## src/rtl/lsu_xlate_pkg.sv

```systemverilog
// Shared types for the LSU address-translation stage: MMU response,
// access size, MIPS exception codes and the registered request bundle.
package lsu_xlate_pkg;

  typedef logic [31:0] virt_t;
  typedef logic [31:0] phys_t;

  typedef struct packed {
    phys_t paddr;
    logic  uncached;
    logic  valid;
    logic  dirty;
    logic  miss;
    logic  inv;
    logic  illegal;
  } mmu_resp_t;

  typedef enum logic [1:0] {
    SIZE_B = 2'd0,
    SIZE_H = 2'd1,
    SIZE_W = 2'd2
  } mem_size_t;

  typedef logic [4:0] exccode_t;

  localparam exccode_t EXC_NONE = 5'd0;
  localparam exccode_t EXC_MOD  = 5'd1;
  localparam exccode_t EXC_TLBL = 5'd2;
  localparam exccode_t EXC_TLBS = 5'd3;
  localparam exccode_t EXC_ADEL = 5'd4;
  localparam exccode_t EXC_ADES = 5'd5;

  typedef struct packed {
    phys_t      paddr;
    virt_t      vaddr;
    logic       we;
    logic [1:0] size;
    logic [31:0] wdata;
    logic [3:0] be;
    logic       uncached;
    logic       exc;
    exccode_t   exc_code;
    logic       refill;
    virt_t      badvaddr;
  } lsu_xlate_req_t;

  // Load and store flavours of the same exception class differ only by one code.
  function automatic exccode_t pick_code(input logic we, input exccode_t ld, input exccode_t st);
    return we ? st : ld;
  endfunction

endpackage

```

## src/rtl/lsu_exc_classify.sv

```systemverilog
// Combinational classifier: alignment, MMU faults and byte enables for one access.
module lsu_exc_classify
  import lsu_xlate_pkg::*;
(
  input  virt_t      vaddr,
  input  logic       we,
  input  logic [1:0] size,
  input  mmu_resp_t  mmu_resp,
  output logic       exc,
  output exccode_t   exc_code,
  output logic       refill,
  output logic [3:0] be
);

  logic       misalign;
  logic [3:0] be_raw;

  // Translation result fields are consumed by the top-level register, not here.
  logic unused_mmu;
  assign unused_mmu = ^{mmu_resp.paddr, mmu_resp.uncached, mmu_resp.valid};

  // Size decode; encoding 3 behaves as a word access.
  always_comb begin
    misalign = 1'b0;
    be_raw   = 4'b1111;
    case (mem_size_t'(size))
      SIZE_B: be_raw = 4'b0001 << vaddr[1:0];
      SIZE_H: begin
        misalign = vaddr[0];
        be_raw   = 4'b0011 << vaddr[1:0];
      end
      default: begin
        misalign = |vaddr[1:0];
        be_raw   = 4'b1111;
      end
    endcase
  end

  // Priority: address error, TLB refill, TLB invalid, modify.
  always_comb begin
    exc      = 1'b1;
    exc_code = EXC_NONE;
    refill   = 1'b0;
    if (misalign || mmu_resp.illegal) begin
      exc_code = pick_code(we, EXC_ADEL, EXC_ADES);
    end else if (mmu_resp.miss) begin
      exc_code = pick_code(we, EXC_TLBL, EXC_TLBS);
      refill   = 1'b1;
    end else if (mmu_resp.inv) begin
      exc_code = pick_code(we, EXC_TLBL, EXC_TLBS);
    end else if (we && !mmu_resp.dirty) begin
      exc_code = EXC_MOD;
    end else begin
      exc = 1'b0;
    end
    be = exc ? 4'b0000 : be_raw;
  end

endmodule

```

## src/rtl/lsu_xlate_stage.sv

```systemverilog
// LSU translation stage: accepts a request, translates via the MMU data
// channel, classifies exceptions and registers the result for the dcache.
// After an excepting entry is handed off, new requests wait for flush.
module lsu_xlate_stage
  import lsu_xlate_pkg::*;
#(
  parameter int unsigned N_ISSUE  = 1,
  parameter bit          EXC_HOLD = 1'b1
) (
  input  logic        clk,
  input  logic        rst,
  input  logic        flush,
  input  logic        req_valid,
  output logic        req_ready,
  input  virt_t       req_vaddr,
  input  logic        req_we,
  input  logic [1:0]  req_size,
  input  logic [31:0] req_wdata,
  output virt_t       mmu_vaddr,
  input  mmu_resp_t   mmu_resp,
  output logic        out_valid,
  input  logic        out_ready,
  output logic [31:0] out_paddr,
  output virt_t       out_vaddr,
  output logic        out_we,
  output logic [1:0]  out_size,
  output logic [31:0] out_wdata,
  output logic [3:0]  out_be,
  output logic        out_uncached,
  output logic        out_exc,
  output logic [4:0]  out_exc_code,
  output logic        out_refill,
  output logic [31:0] out_badvaddr
);

  if (N_ISSUE != 1) begin : g_bad_n_issue
    $error("lsu_xlate_stage supports a single MMU data channel only");
  end

  typedef enum logic {RUN, HOLD} state_t;

  state_t         state_q, state_d;
  logic           valid_q, valid_d;
  lsu_xlate_req_t out_q, out_d;

  logic     c_exc;
  exccode_t c_code;
  logic     c_refill;
  logic [3:0] c_be;
  logic     accept;
  logic     out_hs;

  assign mmu_vaddr = req_vaddr;

  lsu_exc_classify u_classify (
    .vaddr    (req_vaddr),
    .we       (req_we),
    .size     (req_size),
    .mmu_resp (mmu_resp),
    .exc      (c_exc),
    .exc_code (c_code),
    .refill   (c_refill),
    .be       (c_be)
  );

  assign req_ready = (state_q == RUN) && !flush && (!valid_q || out_ready);
  assign accept    = req_valid && req_ready;
  assign out_hs    = valid_q && out_ready;

  // Next-state: load on accept, drain on handshake, flush wins over both.
  always_comb begin
    state_d = state_q;
    valid_d = valid_q;
    out_d   = out_q;
    if (accept) begin
      valid_d        = 1'b1;
      out_d.paddr    = mmu_resp.paddr;
      out_d.vaddr    = req_vaddr;
      out_d.we       = req_we;
      out_d.size     = req_size;
      out_d.wdata    = req_wdata;
      out_d.be       = c_be;
      out_d.uncached = mmu_resp.uncached;
      out_d.exc      = c_exc;
      out_d.exc_code = c_code;
      out_d.refill   = c_refill;
      out_d.badvaddr = c_exc ? req_vaddr : 32'h0;
    end else if (out_hs) begin
      valid_d = 1'b0;
    end
    if (out_hs && out_q.exc && EXC_HOLD) begin
      state_d = HOLD;
    end
    if (flush) begin
      valid_d = 1'b0;
      state_d = RUN;
    end
  end

  // State and output register with asynchronous active-low reset.
  always_ff @(posedge clk or negedge rst) begin
    if (!rst) begin
      state_q <= RUN;
      valid_q <= 1'b0;
      out_q   <= '0;
    end else begin
      state_q <= state_d;
      valid_q <= valid_d;
      out_q   <= out_d;
    end
  end

  assign out_valid    = valid_q;
  assign out_paddr    = out_q.paddr;
  assign out_vaddr    = out_q.vaddr;
  assign out_we       = out_q.we;
  assign out_size     = out_q.size;
  assign out_wdata    = out_q.wdata;
  assign out_be       = out_q.be;
  assign out_uncached = out_q.uncached;
  assign out_exc      = out_q.exc;
  assign out_exc_code = out_q.exc_code;
  assign out_refill   = out_q.refill;
  assign out_badvaddr = out_q.badvaddr;

endmodule

```

## config.mk

```make
export PLATFORM = sky130hd
export DESIGN_NAME = lsu_xlate_stage
export DESIGN_NICKNAME = d
export VERILOG_FILES = /design/src/rtl/lsu_xlate_pkg.sv /design/src/rtl/lsu_exc_classify.sv /design/src/rtl/lsu_xlate_stage.sv
export SDC_FILE = /design/constraint.sdc
export NUM_CORES = 1
export LEC_CHECK = 0
export BUFFER_PORTS_ARGS = -buffer_cell sky130_fd_sc_hd__buf_2
export CAP_MARGIN = 40
export CORE_MARGIN = 2
export CORE_UTILIZATION = 45
export CTS_BUF_LIST = sky130_fd_sc_hd__clkbuf_8 sky130_fd_sc_hd__clkbuf_16
export CTS_CLUSTER_DIAMETER = 150
export DETAILED_ROUTE_END_ITERATION = 16
export PLACE_DENSITY = 0.79
export SLEW_MARGIN = 25
export SYNTH_ARGS = -nofsm -noshare
export SYNTH_HDL_FRONTEND = slang
export SYNTH_SLANG_ARGS = --single-unit
```

## constraint.sdc

```tcl
create_clock -name clk -period 4 [get_ports clk]
set_input_delay 0.4 -clock clk [delete_from_list [all_inputs] [get_ports clk]]
set_output_delay 0.4 -clock clk [all_outputs]
set_load 0.005 [all_outputs]
```

==> results.ini <==
[synthesis]
ys_top_cells_by_area=dfrtp_1 61%, mux2_2 10%, o2bb2ai_1 5.6%
synth_top_area_share_pct=61.3
synth-main-ff-cell=dfrtp_1
synth-edff-count=0
yosysWarningCount=0
async_flop_share_pct=100
synthDominantAreaCellType=dfrtp_1
synth_seq_cells=143
post_synth_num_cell_types=29
synth_instances=446
syn-cell-area_sq_um=5830
syn-mean-instance-area_sq_um=13.1
sequential_element_share_of_the_synthesized_area_pct=61.3

[critical_path]
cp-endpoint=out_paddr[18]
setup.worst_path.start=req_valid
critical_path.reg2reg.endpoint=out_size[1]
timing.reg2reg.worst_path_depth=5
reg2reg_setup_slack_ns=1.90
timing.critical_path.fanout_max=100
critPathLaunchType=primary input
criticalPathCategory=in2reg
crit_path_end_kind=register
rr_startpoint=state_q
signal_arrival_time_at_the_worst_endpoint_ns=2.46
critPathRequiredTime_ns=4.29

[sta]
final.setup_skew_ns=0.00412
fin_setup_tns_ns=0
grt_setup_unrepaired=false
max-slew-margin-rel_pct=42.1
worst_pin_slew_ns=0.869
hold_violations=0
min_period_ns=2.18
timing.fmax_ghz=0.459
maxSlewViolCount=0
setup-violations-final=0
min_period_over_period_pct=54.4

[clock_tree]
cts_setup_buffers=0
cts.sink_count=143
clockBufferDepth=2
cts.clk_slew.worst_paths_ns=0.06
htree_levels=4
cts_resizes=0
tritoncts=yes
numCtsBuffers=17
clk_latency_ns=0.40
ctsRootBufferMaster=clkbuf_16

[pwr]
cell_internal_pwr_mw=2.98
power.static_leakage_nw=3.89
combinationalPowerShare_pct=20.0
design_power_total_mw=4.05
netSwitchingPower_mw=1.08
max-vdd-ir-drop_mv=0.311
powerDensity_nw_per_um2=525
p_sw_share_pct=26.6
seq_power_share_pct=46.1
power.share.clock_pct=33.9

[grt]
grtUsageMet2_pct=38.0
globalRouteOverflowTotal=0
grt_pass1_wl_um=24200
met3_usage_pct=6.73
grt_max_degree=101
grtUsageTotal_pct=22.2
globalRouteMet1Util_pct=26.4
grt_antenna_before_repair=0
first_global_vias=4691
globalRoute.busiestLayer=met2

[place]
io_buffer_count=283
place.gp.congestion=0.824
dpl.cell_count=847
hpwlAfterDp_um=10800

[run_status]
status=finished, final reports clean

[floorplan]
row_count=41
floorplan.die.height_um=118
number_of_i_o_pins=287
starting_utilization_of_the_core_area_pct=46.2
die-area_sq_um=13900
chipWidth_um=118
fp.coreArea_sq_um=12600

[finish]
number_of_nets_in_the_layout=805
flow.area_growth_from_synthesis_pct=32.3
antenna_cells_inserted=0
final_layout_size_suffix_gt1_share_pct=53.1
finish.cell_count_without_fillers=880

[routing]
drc_violations_left=0
routed-via-count=4595
first_pass_iters=4
drt_iter0_drc=276
drt-wirelength-per-cell_um=17.4
routed_wirelength_um=15300
via_per_inst=5.22
postRouteAntennaNets=0

[hold_path]
hold_class=in2reg

[run]
max_cap_viol_count=0

[layer usage]
layer	part of all wire, %	routed length (um)	up-vias
met5	0	0	-
met1	40	6070	2278
met3	6.6	1010	24
met4	1.8	282	0
li1	-	-	2062
met2	52	7920	231
[worst max-delay path, cell delays in order]
cell	delay (ns)
buf_2	0.65
inv_1	0.23
nor3_4	0.27
buf_12	0.38
mux2_2	0.41
[what timing repair did]
item / 4_1_cts / 5_1_grt
hold endpoints to repair: 34 / 0
setup endpoints to repair: 0 / 0
hold buffers: 1 / 0
[power by group through the flow]
stage	combinational, mW	clock [mW]	sequential (mW)
2_1_floorplan	0.334	0	1.91
3_3_place_gp	0.781	0	1.87
3_5_place_dp	0.818	0	1.89
4_1_cts	0.822	1.40	1.87
5_1_grt	0.883	1.48	1.90
6_report	0.809	1.37	1.87
[worst min path at each step]
stage | from | end | slack, ns | depth (start not counted)
3_5_place_dp | rst | out_wdata[15] | 0.31 | 1
2_1_floorplan | rst | out_badvaddr[0] | 0.10 | 0
6_report | req_wdata[29] | out_wdata[29] | 0.21 | 2
3_3_place_gp | out_paddr[5] | out_paddr[5] | 0.46 | 1
4_1_cts | req_wdata[30] | out_wdata[30] | 0.19 | 2
5_1_grt | req_wdata[29] | out_wdata[29] | 0.19 | 2
[cell usage after synthesis (all sizes together) (4+ instances only)]
master / number
o31ai: 4
inv: 35
o21ai: 35
o2111ai: 4
nand4: 34
nor2: 6
o2bb2ai: 37
mux2: 69
dfrtp: 143
clkbuf: 14
buf: 49
[through the flow]
step	setup WS [ns]	cell area (sq um)	hold WS, ns	utilization [%]
CTS	1.92	7720	0.192	61.1
detailed placement	1.47	7180	0.315	56.9
finish	1.82	7720	0.209	61.1
global route	1.74	7720	0.191	61.1
global placement	1.31	7130	0.462	56.5
floorplan	2.36	5840	0.104	-
[final cells by class]
type                            instances  area [sq um]
Multi-Input combinational cell        206          1720
Timing Repair Buffer                  292          1550
Clock buffer                           20           467
Tap cell                              172           215
Inverter                               35           131
Fill cell                            1059          4900
Clock inverter                         12          56.3
Sequential cell                       143          3580
[registers in the layout (all words and copies together), names as in the netlist, 2 cells and up]
register,count
out_paddr,32
out_exc_code,3
out_badvaddr,32
out_size,2
out_be,4
out_wdata,32
out_vaddr,32
[cell families after synthesis]
kind of cell | after synthesis | share of synthesized area, %
flip-flops | 143 | 61.3
other | 1 | 0.0643
AO/OA/AOI/OAI | 86 | 10.6
buffers and inverters | 98 | 9.44
AND/OR/NAND/NOR | 49 | 5.28
multiplexers | 69 | 13.3
[layout by cell type, fill, tap and decap left out, types with 2 or more instances in the layout]
| master | Yosys | layout |
|---|---|---|
| clkinv_2 | 0 | 5 |
| nor2_1 | 6 | 5 |
| clkbuf_16 | 0 | 17 |
| buf_4 | 34 | 5 |
| nand4_1 | 34 | 34 |
| o2bb2ai_1 | 37 | 37 |
| mux2_1 | 17 | 17 |
| buf_16 | 0 | 2 |
| buf_2 | 2 | 282 |
| o2111a_1 | 2 | 2 |
| clkbuf_8 | 0 | 3 |
| o31ai_1 | 4 | 4 |
| o2111ai_1 | 4 | 4 |
| conb_1 | 1 | 2 |
| o21ai_0 | 35 | 35 |
| inv_1 | 35 | 41 |
| mux2_2 | 52 | 52 |
| dfrtp_1 | 143 | 143 |
(Power assumes the default switching activity.)
